### src/rtl/d05200_otp_pkg.sv
// Shared types and constants for the POTP sequencer/arbiter.
package d05200_otp_pkg;

  localparam int unsigned OTP_ADDR_W  = 7;
  localparam int unsigned OTP_DATA_W  = 8;
  localparam int unsigned CNT_W_DEF   = 12;
  localparam int unsigned T_SETUP_DEF = 2;
  localparam int unsigned T_READ_DEF  = 4;
  localparam int unsigned T_PROG_DEF  = 2000;
  localparam int unsigned T_HOLD_DEF  = 2;

  typedef enum logic [2:0] {
    ST_IDLE,
    ST_SETUP,
    ST_STROBE,
    ST_HOLD,
    ST_VERIFY,
    ST_DONE
  } otp_state_e;

  // Transaction latched at grant; held stable for the whole CS window.
  typedef struct packed {
    logic                  owner;
    logic                  wr;
    logic [OTP_ADDR_W-1:0] addr;
    logic [OTP_DATA_W-1:0] wdata;
  } otp_req_t;

endpackage

### src/rtl/d05200_otp_ctrl_if.sv
// Requester handshakes plus OTP macro pins for d05200_otp_ctrl.
interface d05200_otp_ctrl_if;
  import d05200_otp_pkg::*;

  logic                  R0_REQ;
  logic [OTP_ADDR_W-1:0] R0_ADDR;
  logic                  R0_ACK;
  logic                  R1_REQ;
  logic                  R1_WR;
  logic [OTP_ADDR_W-1:0] R1_ADDR;
  logic [OTP_DATA_W-1:0] R1_WDATA;
  logic                  R1_ACK;
  logic                  R1_ERR;
  logic [OTP_DATA_W-1:0] RDATA;
  logic                  PROG_EN;
  logic                  BUSY;
  logic                  OTP_CS;
  logic                  OTP_READ;
  logic                  OTP_PROG;
  logic [OTP_ADDR_W-1:0] OTP_ADDR;
  logic [OTP_DATA_W-1:0] OTP_DATI;
  logic [OTP_DATA_W-1:0] OTP_DATO;

  modport slave (
    input  R0_REQ, R0_ADDR, R1_REQ, R1_WR, R1_ADDR, R1_WDATA, PROG_EN, OTP_DATO,
    output R0_ACK, R1_ACK, R1_ERR, RDATA, BUSY, OTP_CS, OTP_READ, OTP_PROG,
           OTP_ADDR, OTP_DATI
  );

  modport master (
    output R0_REQ, R0_ADDR, R1_REQ, R1_WR, R1_ADDR, R1_WDATA, PROG_EN, OTP_DATO,
    input  R0_ACK, R1_ACK, R1_ERR, RDATA, BUSY, OTP_CS, OTP_READ, OTP_PROG,
           OTP_ADDR, OTP_DATI
  );

endinterface

### src/rtl/d05200_otp_tmr.sv
// Phase timer: loadable down-counter that parks at zero.
module d05200_otp_tmr
  import d05200_otp_pkg::*;
#(
  parameter int unsigned CNT_W = CNT_W_DEF
) (
  input  logic             clk,
  input  logic             rst,
  input  logic             load,
  input  logic [CNT_W-1:0] load_val,
  output logic             zero_c
);

  logic [CNT_W-1:0] cnt;

  always_ff @(posedge clk or posedge rst) begin
    if (rst) begin
      cnt <= '0;
    end else if (load) begin
      cnt <= load_val;
    end else if (cnt != '0) begin
      cnt <= cnt - CNT_W'(1);
    end
  end

  assign zero_c = (cnt == '0);

endmodule

### src/rtl/d05200_otp_ctrl.sv
// POTP sequencer/arbiter: boot read port R0 outranks host port R1.
// Define OTP_VERIFY_EN to add an automatic read-back after every program.
module d05200_otp_ctrl
  import d05200_otp_pkg::*;
#(
  parameter int unsigned T_SETUP = T_SETUP_DEF,
  parameter int unsigned T_READ  = T_READ_DEF,
  parameter int unsigned T_PROG  = T_PROG_DEF,
  parameter int unsigned T_HOLD  = T_HOLD_DEF,
  parameter int unsigned CNT_W   = CNT_W_DEF
) (
  input logic               HCLK,
  input logic               RESET,
  d05200_otp_ctrl_if.slave  bus
);

  otp_state_e            state;
  otp_req_t              req_q;
  otp_req_t              grant_c;
  logic                  cs_q, read_q, prog_q;
  logic                  r0_ack_q, r1_ack_q, err_q, busy_q;
  logic [OTP_DATA_W-1:0] rdata_q;
  logic                  tmr_load_c, tmr_zero_c;
  logic [CNT_W-1:0]      tmr_val_c;
  logic                  owner_req_c;
`ifdef OTP_VERIFY_EN
  logic                  vfy_q;
`endif

  d05200_otp_tmr #(.CNT_W(CNT_W)) u_tmr (
    .clk      (HCLK),
    .rst      (RESET),
    .load     (tmr_load_c),
    .load_val (tmr_val_c),
    .zero_c   (tmr_zero_c)
  );

  // Fixed-priority pick; R0 is read-only so WR/WDATA are forced to zero.
  always_comb begin
    grant_c.owner = ~bus.R0_REQ;
    grant_c.wr    = bus.R0_REQ ? 1'b0 : bus.R1_WR;
    grant_c.addr  = bus.R0_REQ ? bus.R0_ADDR : bus.R1_ADDR;
    grant_c.wdata = bus.R0_REQ ? '0 : bus.R1_WDATA;
    owner_req_c   = req_q.owner ? bus.R1_REQ : bus.R0_REQ;
  end

  // Timer reload at every phase boundary, so it never has to wrap.
  always_comb begin
    tmr_load_c = 1'b0;
    tmr_val_c  = CNT_W'(T_SETUP - 1);
    case (state)
      ST_IDLE: tmr_load_c = 1'b1;
      ST_SETUP, ST_VERIFY: begin
        tmr_load_c = tmr_zero_c;
        tmr_val_c  = req_q.wr ? CNT_W'(T_PROG - 1) : CNT_W'(T_READ - 1);
      end
      ST_STROBE: begin
        tmr_load_c = tmr_zero_c | (req_q.wr & ~bus.PROG_EN);
        tmr_val_c  = CNT_W'(T_HOLD - 1);
      end
      ST_HOLD: tmr_load_c = tmr_zero_c;
      default: ;
    endcase
  end

  always_ff @(posedge HCLK or posedge RESET) begin
    if (RESET) begin
      state    <= ST_IDLE;
      req_q    <= '0;
      cs_q     <= 1'b0;
      read_q   <= 1'b0;
      prog_q   <= 1'b0;
      r0_ack_q <= 1'b0;
      r1_ack_q <= 1'b0;
      err_q    <= 1'b0;
      busy_q   <= 1'b0;
      rdata_q  <= '0;
`ifdef OTP_VERIFY_EN
      vfy_q    <= 1'b0;
`endif
    end else begin
      case (state)
        ST_IDLE: begin
          if (bus.R0_REQ || bus.R1_REQ) begin
            req_q  <= grant_c;
            busy_q <= 1'b1;
            err_q  <= 1'b0;
`ifdef OTP_VERIFY_EN
            vfy_q  <= 1'b0;
`endif
            if (grant_c.wr && !bus.PROG_EN) begin
              err_q <= 1'b1;
              state <= ST_DONE;
            end else begin
              cs_q  <= 1'b1;
              state <= ST_SETUP;
            end
          end
        end
        ST_SETUP, ST_VERIFY: begin
          if (tmr_zero_c) begin
            state  <= ST_STROBE;
            prog_q <= req_q.wr;
            read_q <= ~req_q.wr;
          end
        end
        ST_STROBE: begin
          if (req_q.wr && !bus.PROG_EN) begin
            prog_q <= 1'b0;
            err_q  <= 1'b1;
            state  <= ST_HOLD;
          end else if (tmr_zero_c) begin
            prog_q <= 1'b0;
            read_q <= 1'b0;
            state  <= ST_HOLD;
            if (!req_q.wr) rdata_q <= bus.OTP_DATO;
          end
        end
        ST_HOLD: begin
          if (tmr_zero_c) begin
`ifdef OTP_VERIFY_EN
            // Successful program re-enters setup as a read of the same cell.
            if (req_q.wr && !err_q) begin
              req_q.wr <= 1'b0;
              vfy_q    <= 1'b1;
              state    <= ST_VERIFY;
            end else begin
              cs_q  <= 1'b0;
              state <= ST_DONE;
              if (vfy_q) err_q <= (rdata_q != req_q.wdata);
            end
`else
            cs_q  <= 1'b0;
            state <= ST_DONE;
`endif
          end
        end
        ST_DONE: begin
          if (!(r0_ack_q || r1_ack_q)) begin
            r0_ack_q <= ~req_q.owner;
            r1_ack_q <= req_q.owner;
          end else if (!owner_req_c) begin
            r0_ack_q <= 1'b0;
            r1_ack_q <= 1'b0;
            busy_q   <= 1'b0;
            state    <= ST_IDLE;
          end
        end
        default: state <= ST_IDLE;
      endcase
    end
  end

  assign bus.R0_ACK   = r0_ack_q;
  assign bus.R1_ACK   = r1_ack_q;
  assign bus.R1_ERR   = err_q;
  assign bus.RDATA    = rdata_q;
  assign bus.BUSY     = busy_q;
  assign bus.OTP_CS   = cs_q;
  assign bus.OTP_READ = read_q;
  assign bus.OTP_PROG = prog_q;
  assign bus.OTP_ADDR = req_q.addr;
  assign bus.OTP_DATI = req_q.wdata;

endmodule

### src/flat_wrapper.sv
// flat-port wrapper written by rule: the top's interface ports become plain ports
module d05200_otp_ctrl_flat import d05200_otp_pkg::*;
#(
  parameter int unsigned T_SETUP = T_SETUP_DEF,
  parameter int unsigned T_READ  = T_READ_DEF,
  parameter int unsigned T_PROG  = T_PROG_DEF,
  parameter int unsigned T_HOLD  = T_HOLD_DEF,
  parameter int unsigned CNT_W   = CNT_W_DEF
)
  (HCLK, RESET, bus_R0_REQ, bus_R0_ADDR, bus_R1_REQ, bus_R1_WR, bus_R1_ADDR, bus_R1_WDATA, bus_PROG_EN, bus_OTP_DATO, bus_R0_ACK, bus_R1_ACK, bus_R1_ERR, bus_RDATA, bus_BUSY, bus_OTP_CS, bus_OTP_READ, bus_OTP_PROG, bus_OTP_ADDR, bus_OTP_DATI);
  d05200_otp_ctrl_if bus_i ();
  input logic HCLK;
  input logic RESET;
  input wire logic [$bits(bus_i.R0_REQ)-1:0] bus_R0_REQ;
  input wire logic [$bits(bus_i.R0_ADDR)-1:0] bus_R0_ADDR;
  input wire logic [$bits(bus_i.R1_REQ)-1:0] bus_R1_REQ;
  input wire logic [$bits(bus_i.R1_WR)-1:0] bus_R1_WR;
  input wire logic [$bits(bus_i.R1_ADDR)-1:0] bus_R1_ADDR;
  input wire logic [$bits(bus_i.R1_WDATA)-1:0] bus_R1_WDATA;
  input wire logic [$bits(bus_i.PROG_EN)-1:0] bus_PROG_EN;
  input wire logic [$bits(bus_i.OTP_DATO)-1:0] bus_OTP_DATO;
  output wire logic [$bits(bus_i.R0_ACK)-1:0] bus_R0_ACK;
  output wire logic [$bits(bus_i.R1_ACK)-1:0] bus_R1_ACK;
  output wire logic [$bits(bus_i.R1_ERR)-1:0] bus_R1_ERR;
  output wire logic [$bits(bus_i.RDATA)-1:0] bus_RDATA;
  output wire logic [$bits(bus_i.BUSY)-1:0] bus_BUSY;
  output wire logic [$bits(bus_i.OTP_CS)-1:0] bus_OTP_CS;
  output wire logic [$bits(bus_i.OTP_READ)-1:0] bus_OTP_READ;
  output wire logic [$bits(bus_i.OTP_PROG)-1:0] bus_OTP_PROG;
  output wire logic [$bits(bus_i.OTP_ADDR)-1:0] bus_OTP_ADDR;
  output wire logic [$bits(bus_i.OTP_DATI)-1:0] bus_OTP_DATI;
  assign bus_i.R0_REQ = bus_R0_REQ;
  assign bus_i.R0_ADDR = bus_R0_ADDR;
  assign bus_i.R1_REQ = bus_R1_REQ;
  assign bus_i.R1_WR = bus_R1_WR;
  assign bus_i.R1_ADDR = bus_R1_ADDR;
  assign bus_i.R1_WDATA = bus_R1_WDATA;
  assign bus_i.PROG_EN = bus_PROG_EN;
  assign bus_i.OTP_DATO = bus_OTP_DATO;
  assign bus_R0_ACK = bus_i.R0_ACK;
  assign bus_R1_ACK = bus_i.R1_ACK;
  assign bus_R1_ERR = bus_i.R1_ERR;
  assign bus_RDATA = bus_i.RDATA;
  assign bus_BUSY = bus_i.BUSY;
  assign bus_OTP_CS = bus_i.OTP_CS;
  assign bus_OTP_READ = bus_i.OTP_READ;
  assign bus_OTP_PROG = bus_i.OTP_PROG;
  assign bus_OTP_ADDR = bus_i.OTP_ADDR;
  assign bus_OTP_DATI = bus_i.OTP_DATI;
  d05200_otp_ctrl #(.T_SETUP(T_SETUP), .T_READ(T_READ), .T_PROG(T_PROG), .T_HOLD(T_HOLD), .CNT_W(CNT_W)) u_core (.HCLK(HCLK), .RESET(RESET), .bus(bus_i));
endmodule
### config.mk
export PLATFORM = sky130hd
export DESIGN_NAME = d05200_otp_ctrl_flat
export DESIGN_NICKNAME = d
export VERILOG_FILES = /design/src/rtl/d05200_otp_pkg.sv /design/src/rtl/d05200_otp_ctrl_if.sv /design/src/rtl/d05200_otp_tmr.sv /design/src/rtl/d05200_otp_ctrl.sv /design/src/flat_wrapper.sv
export SDC_FILE = /design/constraint.sdc
export NUM_CORES = 1
export LEC_CHECK = 0
export ABC_AREA = 1
export BUFFER_PORTS_ARGS = -buffer_cell sky130_fd_sc_hd__buf_4
export CAP_MARGIN = 40
export CORE_MARGIN = 8
export CORE_UTILIZATION = 50
export DETAILED_ROUTE_END_ITERATION = 7
export PLACE_DENSITY = 0.76
export SKIP_LAST_GASP = 1
export SYNTH_ARGS = -nofsm -noshare
export SYNTH_HDL_FRONTEND = slang
export SYNTH_SLANG_ARGS = --single-unit
### constraint.sdc
create_clock -name HCLK -period 3.6 [get_ports HCLK]
set_input_delay 0.54 -clock HCLK [delete_from_list [all_inputs] [get_ports HCLK]]
set_output_delay 0.54 -clock HCLK [all_outputs]
set_load 0.02 [all_outputs]
==> insert_results.sql, run 1 <==
INSERT INTO impl_metrics (metric_group, metric, value, unit) VALUES
('run_status', 'outcome', 'finished, final reports clean', ''),
('logic_synthesis', 'synth-seq-area-share', '44.6', '%'),
('clock_tree', 'cts_hold_buffers', '0', ''),
('setup_path', 'worst_setup_path_startpoint', 'u_core.u_tmr.cnt[0]$_DFFE_PP0P_', ''),
('routing', 'dr.pass1.iters', '4', ''),
('clock_tree', 'cts_root_buffer', 'sky130_fd_sc_hd__clkbuf_8', ''),
('clock_tree', 'cts_buffer_depth', '2', ''),
('grt', 'total_global_routing_overflow', '0', ''),
('logic_synthesis', 'synth_most_common_cell', 'sky130_fd_sc_hd__nand2_1', ''),
('die', 'io_pins', '66', ''),
('clock_tree', 'post_cts_setup_buffer_count', '0', ''),
('clock_tree', 'clkSlewWorstSetupHoldPaths', '0.10', 'ns'),
('setup_path', 'cp-start-kind', 'register', ''),
('power_and_ir_drop', 'power.switching', '0.00129', 'W'),
('clock_tree', 'worstSkewPairLatency', '0.31', 'ns'),
('setup_path', 'critical_path_peak_fanout', '16', ''),
('setup_path', 'cp.required', '3.79', 'ns'),
('routing', 'drt_drc_violations_left', '0', ''),
('logic_synthesis', 'synth_largest_type_area_fraction', '44.6', '%'),
('clock_tree', 'cts.sinks', '47', ''),
('placement', 'routabilityCongestion', '0.834', ''),
('logic_synthesis', 'synth.ff_latch_count', '47', ''),
('die', 'num_rows', '26', ''),
('logic_synthesis', 'post-synth-top-area-cell', 'sky130_fd_sc_hd__dfrtp_1', ''),
('sta', 'finalClockSkew', '0.00799', 'ns'),
('sta', 'setup_tns', '0', 'ns'),
('grt', 'grt_antenna_before_repair', '0', ''),
('logic_synthesis', 'number_of_synthesis_warnings', '0', ''),
('die', 'fp.dieArea', '7860', 'sq um'),
('placement', 'final_hpwl_from_detailed_placement', '4390', 'um'),
('worst_hold_path', 'worst_hold_path_type', 'in2async', ''),
('setup_path', 'criticalPathCategory', 'reg2reg', ''),
('finish', 'number_of_nets_in_the_final_layout', '408', ''),
('sta', 'timing.final.max_slew_violations', '0', ''),
('setup_path', 'cp_common_cell', 'sky130_fd_sc_hd__nand2_1', ''),
('die', 'core', '5110', 'sq um'),
('sta', 'worst_pin_slew', '0.534', 'ns'),
('clock_tree', 'cts_tree', 'done', ''),
('logic_synthesis', 'yosysUniqueCellTypes', '36', ''),
('setup_path', 'reg2reg_from', 'u_core.u_tmr.cnt[0]$_DFFE_PP0P_', ''),
('logic_synthesis', 'synth.net_count', '357', ''),
('setup_path', 'critical_path.cell_chain', 'inv_1 -> ha_1 -> nand2_1 -> nor2_1 -> nand4_2 -> nand2_1 -> o21ai_2', ''),
('setup_path', 'worst_setup_path_end_kind', 'register', ''),
('sta', 'period_share', '53.5', '%'),
('grt', 'maximum_number_of_pins_on_one_net_before_global_route_repair', '37', ''),
('setup_path', 'critical_path_arrival', '2.12', 'ns'),
('sta', 'crit_path_time_final', '1.92', 'ns'),
('logic_synthesis', 'post_synth_most_frequent_cells', 'sky130_fd_sc_hd__nand2_1 (81), sky130_fd_sc_hd__dfrtp_1 (47), sky130_fd_sc_hd__nor2_1 (34)', ''),
('clock_tree', 'cts_buffers', '5', ''),
('clock_tree', 'cts-resized-gates', '0', ''),
('power_and_ir_drop', 'totalPowerFinal', '0.00278', 'W'),
('sta', 'max-slew-margin-rel', '64.3', '%'),
('finish', 'num-fill-cells', '468', ''),
('routing', 'wl_per_cell', '13.1', 'um'),
('placement', 'detailedPlace.worstSlack', '1.61', 'ns'),
('sta', 'grt_setup_unrepaired', 'false', ''),
('logic_synthesis', 'postSynth.asyncResetShare', '100', '%'),
('power_and_ir_drop', 'max-vdd-ir-drop', '0.394', 'mV'),
('finish', 'antenna_cell_count', '0', ''),
('power_and_ir_drop', 'internal_power', '0.00148', 'W'),
('power_and_ir_drop', 'p_leak', '1.65', 'nW'),
('power_and_ir_drop', 'p_per_area', '878', 'nW/um^2'),
('routing', 'drtAntennaViolNets', '0', ''),
('routing', 'detailroute.via_count', '2168', ''),
('routing', 'detail_route.vias_per_cell', '4.92', ''),
('logic_synthesis', 'synth_top_flop_cell', 'sky130_fd_sc_hd__dfrtp_1', ''),
('logic_synthesis', 'mappedNetlistArea', '2640', 'sq um'),
('sta', 'setup_viol_count_final', '0', ''),
('setup_path', 'reg2reg_slack', '1.68', 'ns'),
('power_and_ir_drop', 'comb_power_share', '53.3', '%'),
('power_and_ir_drop', 'switching_share', '46.6', '%');
## cell families after synthesis
group,synth area share [%]
flops,44.6
xor+xnor,1.66
fa+ha+maj,0.948
simple gates,29.6
compound gates,11.7
buf+inv,11.6
## worst max-delay path: cells and delay by family (launching register included)
family / cells / cell delay [ns]
adder cells (fa/ha/maj): 1 / 0.26
flip-flops: 1 / 0.39
AND/OR/NAND/NOR: 4 / 0.88
buffers and inverters: 1 / 0.21
AO/OA/AOI/OAI: 1 / 0.07
## how the worst max path moves through the flow
stage | to | slack, ns | cells after the start
2_1_floorplan | u_core.bus.BUSY$_DFFE_PP0P_ | 1.94 | 1
3_3_place_gp | u_core.bus.BUSY$_DFFE_PP0P_ | 1.68 | 7
3_5_place_dp | u_core.bus.BUSY$_DFFE_PP0P_ | 1.61 | 7
4_1_cts | u_core.bus.RDATA[3]$_DFFE_PP0P_ | 1.71 | 7
5_1_grt | u_core.bus.RDATA[1]$_DFFE_PP0P_ | 1.59 | 7
6_report | u_core.bus.RDATA[3]$_DFFE_PP0P_ | 1.68 | 7
## area by class of cell
type | instances | area share [%]
repair buffers | 66 | 16.1
well taps | 70 | 2.77
multi-input cells | 215 | 36.6
flip-flops and latches | 47 | 37.2
inverters | 35 | 4.31
clock inverters | 3 | 0.871
clock buffers | 5 | 2.18
## stage by stage
step / area [sq um] / instances / hold WS [ns] / utilization (%)
after floorplan: 2640 / 319 / 0.453 / -
after global placement: 3050 / 432 / 0.460 / 59.6
after detailed placement: 3070 / 433 / 0.467 / 60.0
after CTS: 3160 / 441 / 0.167 / 61.9
after global routing: 3160 / 441 / 0.175 / 61.9
final: 3160 / 441 / 0.157 / 61.9
## power groups by stage
stage | registers [W] | logic (W) | clock network [W]
5_1_grt | 0.000975 | 0.00164 | 0.000376
2_1_floorplan | 0.00101 | 0.00109 | 0
3_5_place_dp | 0.000954 | 0.00149 | 0
6_report | 0.000948 | 0.00148 | 0.000348
4_1_cts | 0.000947 | 0.00149 | 0.000355
3_3_place_gp | 0.000951 | 0.00144 | 0
## registers in the layout, summed over array words and instances (netlist names)
signal	count
u_core.bus.R1_ACK	1
u_core.bus.OTP_PROG	1
u_core.bus.OTP_CS	1
u_core.state	3
u_core.bus.R0_ACK	1
u_core.bus.OTP_ADDR	7
u_core.req_q	2
u_core.u_tmr.cnt	12
u_core.bus.RDATA	8
u_core.bus.OTP_READ	1
u_core.bus.OTP_DATI	8
u_core.bus.R1_ERR	1
u_core.bus.BUSY	1
## layout by cell type, fill, tap and decap left out, types with 3 or more instances in the layout
cell type,netlist,routed
sky130_fd_sc_hd__nand2_1,81,81
sky130_fd_sc_hd__buf_4,15,65
sky130_fd_sc_hd__dfrtp_1,47,47
sky130_fd_sc_hd__nor2_1,34,34
sky130_fd_sc_hd__inv_1,31,30
sky130_fd_sc_hd__o21ai_0,17,17
sky130_fd_sc_hd__nand3_1,15,15
sky130_fd_sc_hd__a21oi_1,10,10
sky130_fd_sc_hd__o21ai_2,8,8
sky130_fd_sc_hd__o31ai_1,6,6
sky130_fd_sc_hd__nand2_2,5,5
sky130_fd_sc_hd__clkbuf_8,0,5
sky130_fd_sc_hd__inv_2,3,4
sky130_fd_sc_hd__nor2_2,4,4
sky130_fd_sc_hd__nor2_4,4,4
sky130_fd_sc_hd__nand2_4,4,4
sky130_fd_sc_hd__nand3_2,3,3
sky130_fd_sc_hd__nor3_1,3,3
sky130_fd_sc_hd__xor2_1,3,3
sky130_fd_sc_hd__nand4_1,3,3
## routing by layer
layer | global-route usage [%] | wire, um
met3 | 3.90 | 277
met1 | 19.0 | 2560
met4 | 5.38 | 73
met2 | 25.3 | 2860
met5 | 0 | 0
Power figures use the tool's default switching activity.
==> run 2, diff against run 1 <==
Clock period 3.6 ns to 2 ns, I/O delays scaled along.
==> run 2 against run 1 <==
  * Critical path depth rose by 2
  * Power rose by 83%
  * First-iteration DRC count rose by 51%
  * Die area did not move
  * Hold slack got worse by 0.12 ns
  * Clock-buffer cell count did not move
  * Sequential power rose by 79%
  * Cell area rose by 1.3%
  * Setup slack got worse by 1.4 ns
  * Clock power rose by 95%
  * Maximum frequency rose by 13%
  * Global-route usage rose by 0.16 points
  * Critical path type unchanged
  * Critical endpoint is now u_core.state[2]$_DFFE_PP0P_
  * Largest power group unchanged
==> insert_results.sql, run 2 (synthesized netlist as in run 1, its figures left out) <==
INSERT INTO impl_metrics (metric_group, metric, value, unit) VALUES
('setup_path', 'critical_path_arrival', '1.89', 'ns'),
('run_status', 'outcome', 'finished, final reports clean', ''),
('die', 'die_width', '88.6', 'um'),
('clock_tree', 'clkSlewWorstSetupHoldPaths', '0.09', 'ns'),
('die', 'io_pins', '66', ''),
('sta', 'final_hold_viol_count', '0', ''),
('setup_path', 'worst_setup_path_end_kind', 'register', ''),
('setup_path', 'criticalPathCategory', 'reg2reg', ''),
('power_and_ir_drop', 'p_leak', '1.68', 'nW'),
('routing', 'wl_per_cell', '12.7', 'um'),
('sta', 'grt_setup_unrepaired', 'false', ''),
('sta', 'crit_path_time_final', '1.70', 'ns'),
('sta', 'setup_tns', '0', 'ns'),
('setup_path', 'reg2reg_from', 'u_core.u_tmr.cnt[0]$_DFFE_PP0P_', ''),
('sta', 'finalClockSkew', '0.00288', 'ns'),
('finish', 'final_layout_size_suffix_gt1_share', '31.3', '%'),
('die', 'die_height', '88.6', 'um'),
('clock_tree', 'cts-resized-gates', '0', ''),
('sta', 'achievable-frequency', '0.590', 'GHz'),
('sta', 'period_share', '84.8', '%'),
('routing', 'dr.pass1.iters', '4', ''),
('die', 'initial_utilization', '51.7', '%'),
('grt', 'grt_antenna_before_repair', '0', ''),
('placement', 'routabilityCongestion', '0.888', ''),
('grt', 'global_route.usage.met3', '4.46', '%'),
('power_and_ir_drop', 'p_per_area', '1590', 'nW/um^2'),
('finish', 'seqCellArea', '1180', 'sq um'),
('grt', 'gr-usage-all-layers', '15.6', '%'),
('clock_tree', 'cts_buffers', '5', ''),
('clock_tree', 'cts_hold_buffers', '0', ''),
('placement', 'place.port_buffers', '65', ''),
('grt', 'grt_pass1_wl', '9740', 'um'),
('routing', 'detail_route.vias_per_cell', '4.79', ''),
('routing', 'drt_first_iter_violations', '121', ''),
('setup_path', 'critical_path_peak_fanout', '8', ''),
('worst_hold_path', 'worst_hold_path_type', 'in2async', ''),
('clock_tree', 'cts_tree', 'done', ''),
('finish', 'final_non_filler_cell_total', '444', ''),
('grt', 'first_global_vias', '2173', ''),
('grt', 'grt_most_used_layer', 'met2', ''),
('finish', 'num-fill-cells', '441', ''),
('setup_path', 'r2r_cells', '9', ''),
('die', 'core', '5110', 'sq um'),
('clock_tree', 'cts.sinks', '47', ''),
('placement', 'detailedPlace.worstSlack', '0.322', 'ns'),
('routing', 'drtAntennaViolNets', '0', ''),
('grt', 'total_global_routing_overflow', '0', ''),
('sta', 'worst_slack', '0.304', 'ns'),
('finish', 'most-common-layout-cells', 'sky130_fd_sc_hd__nand2_1 (81), sky130_fd_sc_hd__buf_4 (69), sky130_fd_sc_hd__dfrtp_1 (47)', ''),
('job', 'drv.max_cap_violation_count', '0', ''),
('finish', 'antenna_cell_count', '0', ''),
('clock_tree', 'post_cts_setup_buffer_count', '0', ''),
('die', 'fp.dieArea', '7860', 'sq um'),
('routing', 'finalWirelength', '5650', 'um'),
('grt', 'routing_usage_on_met1', '19.2', '%'),
('routing', 'detailroute.via_count', '2125', ''),
('die', 'num_rows', '26', ''),
('sta', 'worst_pin_slew', '0.515', 'ns'),
('setup_path', 'cp-start-kind', 'register', ''),
('clock_tree', 'htree_num_levels', '2', ''),
('sta', 'timing.final.max_slew_violations', '0', ''),
('finish', 'number_of_nets_in_the_final_layout', '412', ''),
('grt', 'met2_demand_to_capacity_share_in_global_routing', '24.9', '%'),
('routing', 'drt_drc_violations_left', '0', ''),
('clock_tree', 'cts_root_buffer', 'sky130_fd_sc_hd__clkbuf_8', ''),
('finish', 'largest-register', 'u_core.u_tmr.cnt', ''),
('setup_path', 'worst_setup_path_startpoint', 'u_core.u_tmr.cnt[0]$_DFFE_PP0P_', ''),
('finish', 'multiInputGateArea', '1160', 'sq um'),
('grt', 'maximum_number_of_pins_on_one_net_before_global_route_repair', '35', ''),
('clock_tree', 'worstSkewPairLatency', '0.29', 'ns'),
('power_and_ir_drop', 'max-vdd-ir-drop', '0.652', 'mV'),
('sta', 'max-slew-margin-rel', '65.6', '%'),
('setup_path', 'cp.required', '2.19', 'ns'),
('finish', 'mostFrequentLayoutCell', 'sky130_fd_sc_hd__nand2_1', ''),
('finish', 'syn_to_final_growth', '21.3', '%'),
('finish', 'flip_flop_count_of_the_largest_register_after_layout', '12', ''),
('sta', 'setup_viol_count_final', '0', ''),
('placement', 'placed_cells_incl_taps', '437', ''),
('placement', 'final_hpwl_from_detailed_placement', '4420', 'um'),
('clock_tree', 'cts_buffer_depth', '2', '');
run 2: cell types whose count changed in the layout (fill, tap and decap cells not counted), sizes merged:
| cell | before | now |
|---|---|---|
| inv | 37 | 35 |
| bufinv | 0 | 1 |
| buf | 66 | 70 |
run 2: final timing paths:
kind	endpoint	slack, ns
setup / recovery	u_core.state[2]$_DFFE_PP0P_	0.30
hold / removal	u_core.bus.RDATA[4]$_DFFE_PP0P_	0.03
setup reg to reg	u_core.state[2]$_DFFE_PP0P_	0.30
hold reg to reg	u_core.bus.RDATA[5]$_DFFE_PP0P_	0.49
max in group asynchronous	u_core.state[2]$_DFFE_PP0P_	1.41
min in group HCLK	u_core.bus.RDATA[6]$_DFFE_PP0P_	0.25
run 2: through the flow:
| step | total power, W | utilization (%) | instance area, sq um | hold WS, ns |
|---|---|---|---|---|
| global route | 0.00550 | 62.7 | 3200 | 0.0885 |
| CTS | 0.00512 | 62.7 | 3200 | 0.0501 |
| global placement | 0.00437 | 60.6 | 3100 | 0.374 |
| floorplan | 0.00378 | - | 2640 | 0.442 |
| detailed placement | 0.00443 | 60.6 | 3100 | 0.375 |
| finish | 0.00509 | 62.7 | 3200 | 0.0340 |
run 2: layout make-up:
type,count,area share (%)
inverters,35,4.26
clock buffers,5,2.15
well taps,70,2.74
clock inverters,2,1.17
flip-flops and latches,47,36.7
multi-input cells,215,36.1
repair buffers,70,16.8
run 2: critical path, cell delays in order, from the launching register on:
cell and delay (ns):
sky130_fd_sc_hd__dfrtp_1 0.39, sky130_fd_sc_hd__inv_1 0.19, sky130_fd_sc_hd__ha_1 0.22, sky130_fd_sc_hd__nand2_1 0.09
sky130_fd_sc_hd__nor2_4 0.14, sky130_fd_sc_hd__nand2_4 0.11, sky130_fd_sc_hd__a21oi_4 0.17, sky130_fd_sc_hd__nand3_1 0.14
sky130_fd_sc_hd__nand2_1 0.10, sky130_fd_sc_hd__nand2_1 0.05
run 2: metal layers:
metal / up-vias / wire (um)
met5: - / 0
met4: 0 / 65
met3: 4 / 299
met2: 52 / 2690
met1: 964 / 2600
li1: 1105 / -
run 2: power by group:
group / switching (W) / internal, W / leakage [nW]
clock network: 0.000312 / 0.000365 / 0.0502
registers: 0.000321 / 0.00138 / 0.570
logic: 0.00164 / 0.00107 / 1.06
